`config.mk`:
```
export PLATFORM = sky130hd
export DESIGN_NAME = mem_access
export DESIGN_NICKNAME = d
export VERILOG_FILES = /design/src/rtl/mem_access.sv
export SDC_FILE = /design/constraint.sdc
export NUM_CORES = 1
export LEC_CHECK = 0
export CORE_MARGIN = 1.5
export CORE_UTILIZATION = 45
export CTS_BUF_LIST = sky130_fd_sc_hd__clkbuf_8
export CTS_CLUSTER_SIZE = 40
export DETAILED_ROUTE_END_ITERATION = 6
export GPL_TIMING_DRIVEN = 0
export HOLD_SLACK_MARGIN = 0.15
export MAX_ROUTING_LAYER = met4
export PLACE_DENSITY = 0.85
export SYNTH_ARGS = -nofsm -noshare
export SYNTH_HDL_FRONTEND = slang
export SYNTH_SLANG_ARGS = --single-unit
```
`constraint.sdc`:
```
create_clock -name clk -period 4.3 [get_ports clk]
set_clock_uncertainty 0.05 [all_clocks]
set_input_delay 0.645 -clock clk [delete_from_list [all_inputs] [get_ports clk]]
set_output_delay 0.645 -clock clk [all_outputs]
set_load 0.01 [all_outputs]
```
`src/rtl/mem_access.sv`:
```
// Memory-access pipeline stage: issues data-memory requests for loads/stores
// and registers the result (ALU pass-through or extended load data) for WB.
module mem_access #(
    parameter int X0_SUPPRESS = 1
) (
    input  logic        clk,
    input  logic        rst,
    input  logic        ex_valid,
    output logic        ex_ready,
    input  logic [4:0]  ex_wd,
    input  logic        ex_wreg,
    input  logic [31:0] ex_wdata,
    input  logic [3:0]  ex_mem_op,
    input  logic [31:0] ex_mem_addr,
    input  logic [31:0] ex_mem_sdata,
    output logic        dm_req,
    output logic        dm_we,
    output logic [31:0] dm_addr,
    output logic [3:0]  dm_be,
    output logic [31:0] dm_wdata,
    input  logic        dm_gnt,
    input  logic        dm_rvalid,
    input  logic [31:0] dm_rdata,
    output logic [4:0]  mem_wd,
    output logic        mem_wreg,
    output logic [31:0] mem_wdata,
    output logic        mem_misalign
);

    typedef enum logic [1:0] {IDLE, REQ, WAIT} state_t;
    typedef enum logic [3:0] {
        OP_NONE = 4'd0, OP_LB = 4'd1, OP_LH = 4'd2, OP_LW = 4'd3, OP_LBU = 4'd4,
        OP_LHU = 4'd5, OP_SB = 4'd6, OP_SH = 4'd7, OP_SW = 4'd8
    } op_t;

    state_t      state, state_n;
    op_t         op_q;
    logic [31:0] addr_q, sdata_q;
    logic [4:0]  wd_q;
    logic        wreg_q;

    logic        ex_load, ex_store, ex_mis, st_q, latch;
    logic [4:0]  wd_n;
    logic        wreg_n, mis_n;
    logic [31:0] wdata_n, load_val;
    logic [7:0]  lb;
    logic [15:0] lh;

    assign ex_ready = rst && (state == IDLE);
    assign st_q     = (op_q == OP_SB) || (op_q == OP_SH) || (op_q == OP_SW);

    always_comb begin
        ex_load  = 1'b0;
        ex_store = 1'b0;
        ex_mis   = 1'b0;
        case (ex_mem_op)
            OP_LB, OP_LBU: ex_load = 1'b1;
            OP_LH, OP_LHU: begin ex_load = 1'b1; ex_mis = ex_mem_addr[0]; end
            OP_LW:         begin ex_load = 1'b1; ex_mis = |ex_mem_addr[1:0]; end
            OP_SB:         ex_store = 1'b1;
            OP_SH:         begin ex_store = 1'b1; ex_mis = ex_mem_addr[0]; end
            OP_SW:         begin ex_store = 1'b1; ex_mis = |ex_mem_addr[1:0]; end
            default: ;
        endcase
    end

    assign lb = dm_rdata[{addr_q[1:0], 3'b000} +: 8];
    assign lh = dm_rdata[{addr_q[1], 4'b0000} +: 16];

    always_comb begin
        case (op_q)
            OP_LB:   load_val = {{24{lb[7]}}, lb};
            OP_LBU:  load_val = {24'b0, lb};
            OP_LH:   load_val = {{16{lh[15]}}, lh};
            OP_LHU:  load_val = {16'b0, lh};
            default: load_val = dm_rdata;
        endcase
    end

    always_comb begin
        state_n = state;
        wd_n    = '0;
        wreg_n  = 1'b0;
        wdata_n = '0;
        mis_n   = 1'b0;
        latch   = 1'b0;
        case (state)
            IDLE: begin
                if (ex_valid) begin
                    if (ex_mis) begin
                        mis_n = 1'b1;
                    end else if (ex_load || ex_store) begin
                        latch   = 1'b1;
                        state_n = REQ;
                    end else begin
                        wd_n    = ex_wd;
                        wreg_n  = ex_wreg;
                        wdata_n = ex_wdata;
                    end
                end
            end
            REQ: begin
                if (dm_gnt) state_n = st_q ? IDLE : WAIT;
            end
            WAIT: begin
                if (dm_rvalid) begin
                    state_n = IDLE;
                    wd_n    = wd_q;
                    wreg_n  = wreg_q;
                    wdata_n = load_val;
                end
            end
            default: state_n = IDLE;
        endcase
        if (X0_SUPPRESS != 0 && wd_n == 5'd0) wreg_n = 1'b0;
    end

    // Request fields come only from latched values so they stay stable until grant.
    always_comb begin
        dm_req   = 1'b0;
        dm_we    = 1'b0;
        dm_addr  = '0;
        dm_be    = '0;
        dm_wdata = '0;
        if (rst && state == REQ) begin
            dm_req  = 1'b1;
            dm_we   = st_q;
            dm_addr = {addr_q[31:2], 2'b00};
            case (op_q)
                OP_SB: begin
                    dm_be    = 4'b0001 << addr_q[1:0];
                    dm_wdata = {4{sdata_q[7:0]}};
                end
                OP_SH: begin
                    dm_be    = addr_q[1] ? 4'b1100 : 4'b0011;
                    dm_wdata = {2{sdata_q[15:0]}};
                end
                OP_SW: begin
                    dm_be    = 4'b1111;
                    dm_wdata = sdata_q;
                end
                default: dm_be = 4'b1111;
            endcase
        end
    end

    always_ff @(posedge clk) begin
        if (!rst) begin
            state        <= IDLE;
            mem_wd       <= '0;
            mem_wreg     <= 1'b0;
            mem_wdata    <= '0;
            mem_misalign <= 1'b0;
            op_q         <= OP_NONE;
            addr_q       <= '0;
            sdata_q      <= '0;
            wd_q         <= '0;
            wreg_q       <= 1'b0;
        end else begin
            state        <= state_n;
            mem_wd       <= wd_n;
            mem_wreg     <= wreg_n;
            mem_wdata    <= wdata_n;
            mem_misalign <= mis_n;
            if (latch) begin
                op_q    <= op_t'(ex_mem_op);
                addr_q  <= ex_mem_addr;
                sdata_q <= ex_mem_sdata;
                wd_q    <= ex_wd;
                wreg_q  <= ex_wreg;
            end
        end
    end

endmodule

```
==> results.toml <==
[layout]
syn2layout_area_growth_pct = 51.5
drive_above_1_share_pct = 7.20
num_antenna_cells = 0
nNetsFinal = 1171

[sta]
max_slew.worst_pin.slew_ns = 0.898
fmax_ghz = 0.266
hold_viol_final = 0
maxSlewViolCount = 0
finalSetupViolCount = 0
post-route-min-period_ns = 3.76
slew_headroom_pct = 39.6
fin_tns_setup_ns = 0
holdWs_ns = 0.405
fin_crit_sh_pct = 87.4
rsz0062_at_grt = "no"

[power]
switching_share_pct = 27.2
ir_drop_v = 0.000207
powerDensity_nw_per_um2 = 294
p_int_mw = 1.99
p_seq_share_pct = 41.8
pwr-share-clk_pct = 39.9
power_frac_comb_pct = 18.3
power.leakage_nw = 3.45
switchingPower_uw = 743

[die]
die_area_um2 = 14300
core_um2 = 13200
io-pin-count = 253
die_y_um = 120
initial_core_util_pct = 46.2
rows = 42
die_x_um = 120

[outcome]
outcome = "complete, no violations"

[min_path]
holdPathEnd = "addr_q[23]"
hp-start = "addr_q[23]"
holdPathStages = 2
holdCritPathClass = "reg2reg"

[flow_run]
maxCapViolCount = 0

[worst_setup_path]
critPathLaunchType = "register"
worstPathMaxFanout = 10
worstPathArrival_ns = 3.06
critPathKind = "reg2out"
critical_path_required_ns = 3.61
reg2reg_from = "state[0]"
reg2reg_depth = 4
reg2reg_to = "mem_wdata[12]"
end_kind = "output pin"
r2r_slack_ns = 2.10

[routing]
drt-initial-drc-count = 534
wl_mm = 20.8
vias_per_cell = 5.37
drt_pass1_iterations = 6
ant_nets = 0
vias = 6533
drc = 0
wl_per_cell_um = 17.1

[clock_tree]
cts_max_path_buffers = 2
cts_hold_buf = 0
root_buffer = "clkbuf_8"
clkLatencyLatePin_ns = 0.45
cts_tree = "yes"
cts_htree_levels = 4
clk_pin_slew_ns = 0.08
cts.sinks = 115
post_cts_buffers = 0
numCtsBuffers = 17
cts_resized = 0

[grt]
grt-ovfl-total = 0
grt_max_degree = 17
grt_pass1_vias = 6325
antenna_found_initial = 0
track_usage_pct = 29.7
grt_pass1_wl_mm = 32.4

[logic_synthesis]
synth_edf_count = 0
async_flop_share_pct = 0
synth_seq_cells = 115
synth_flop_cell = "dfxtp_1"
syn_area_per_cell_um2 = 8.08
syn_inst = 758
yosysWarnings = 0
ys_seq_area_share_pct = 37.6
ys_types = 54
synth_area_um2 = 6120

[placed_design]
globalplace.congestion = 0.915
port_buffers = 250
dp.final_hpwl_mm = 15.6
## per-layer routing
layer	vias to the layer above	global-route usage (%)	share of wire (%)
met5	-	-	0
met4	0	12.6	3.5
met3	60	7.79	8.2
met2	335	48.3	47
met1	2988	34.8	41
li1	3150	-	-
## per-stage QoR
stage / total power [mW] / instance area [µm²] / util (%) / cells / setup WS [ns]
floorplan: 1.41 / 6130 / - / 759 / 2.02
global placement: 1.65 / 8850 / 66.8 / 1185 / 0.815
detailed placement: 1.66 / 8850 / 66.8 / 1185 / 0.837
CTS: 2.74 / 9280 / 70.1 / 1217 / 0.533
global route: 2.84 / 9280 / 70.1 / 1217 / 0.339
finish: 2.73 / 9280 / 70.1 / 1217 / 0.541
## registers in the layout (all words and copies together) (netlist names)
name and flops:
wreg_q 1, mem_wdata 32, mem_wd 5, mem_wreg 1, op_q 4, state 2, wd_q 5, addr_q 32
mem_misalign 1, sdata_q 32
## power by group through the flow
stage | Sequential [mW] | Combinational, mW | Clock, mW
6_report | 1.14 | 0.500 | 1.09
2_1_floorplan | 1.16 | 0.246 | 0
3_3_place_gp | 1.16 | 0.489 | 0
5_1_grt | 1.15 | 0.538 | 1.15
4_1_cts | 1.14 | 0.498 | 1.10
3_5_place_dp | 1.17 | 0.495 | 0
## cell usage in the layout (no fill, tap or decap), types with 4 or more instances in the layout
cell type,Yosys,layout
a21o_1,4,4
a21oi_1,16,16
a221oi_1,14,14
a22oi_1,21,21
a31oi_1,8,8
and2_1,8,8
and3_1,31,31
buf_2,11,11
buf_6,7,7
clkbuf_1,38,38
clkbuf_8,0,20
clkdlybuf4s50_1,0,250
dfxtp_1,115,115
inv_1,18,18
mux2_2,8,8
mux2i_1,90,90
nand2_1,182,182
nand3_1,10,10
nor2_1,60,60
nor2b_1,7,7
o21ai_0,28,28
o21ai_1,24,24
o31ai_1,8,8
## cell type report
| class | instances | area (µm²) |
|---|---|---|
| repair buffers | 250 | 2500 |
| clock buffers | 20 | 275 |
| well taps | 176 | 220 |
| multi-input cells | 565 | 3450 |
| inverters | 18 | 67.6 |
| flip-flops and latches | 115 | 2300 |
| plain buffers | 61 | 307 |
| fillers | 1080 | 3960 |
| clock inverters | 12 | 154 |
## worst max-delay path: stages, from the launching register on
cell and delay, ns:
dfxtp_1 0.38, clkbuf_1 0.28, nand3b_1 0.49, nor2_1 0.61
a22oi_1 0.13, nor2_1 0.16, clkdlybuf4s50_1 0.55
## how the worst max path moves through the flow
stage / from / cells after the start / end / slack [ns]
after global placement: rst / 6 / dm_wdata[24] / 0.82
final: op_q[3] / 6 / dm_wdata[14] / 0.54
after floorplan: op_q[0] / 5 / dm_wdata[0] / 2.02
after CTS: op_q[3] / 6 / dm_wdata[14] / 0.53
after global routing: op_q[3] / 6 / dm_wdata[10] / 0.34
after detailed placement: rst / 6 / dm_wdata[23] / 0.84
## cell usage after synthesis (2+ instances only)
cell type	count	share of area, %
and3b_1	3	0.43
nand2_1	182	11
a21oi_1	16	1.3
a211o_1	2	0.29
o31ai_1	8	0.98
a221oi_1	14	2.0
a31oi_1	8	0.82
buf_2	11	0.90
buf_4	3	0.37
nor2_1	60	3.7
inv_1	18	1.1
mux2i_1	90	15
o21ai_0	28	2.3
a211oi_1	2	0.25
or4_1	2	0.25
and2_1	8	0.82
a21o_1	4	0.49
a22oi_1	21	2.6
o21a_1	2	0.25
nor3b_1	3	0.37
nand3b_1	2	0.25
clkbuf_1	38	2.3
and3_1	31	3.2
dfxtp_1	115	38
mux2_2	8	1.5
o31ai_4	2	0.69
buf_1	2	0.12
nor2b_1	7	0.71
buf_6	7	1.3
nand2b_1	3	0.31
o21bai_1	3	0.37
nand3_1	10	0.82
o21ai_1	24	2.0
## kinds of logic after synthesis
kind of cell	share of synthesized area, %
other	0.0612
xor gates and xnor gates	0.143
AOI/OAI and AO/OA	16.0
DFF	37.6
muxes	16.5
buffers and inverters	6.11
and+or+nand+nor	23.6
Power figures use the tool's default switching activity.
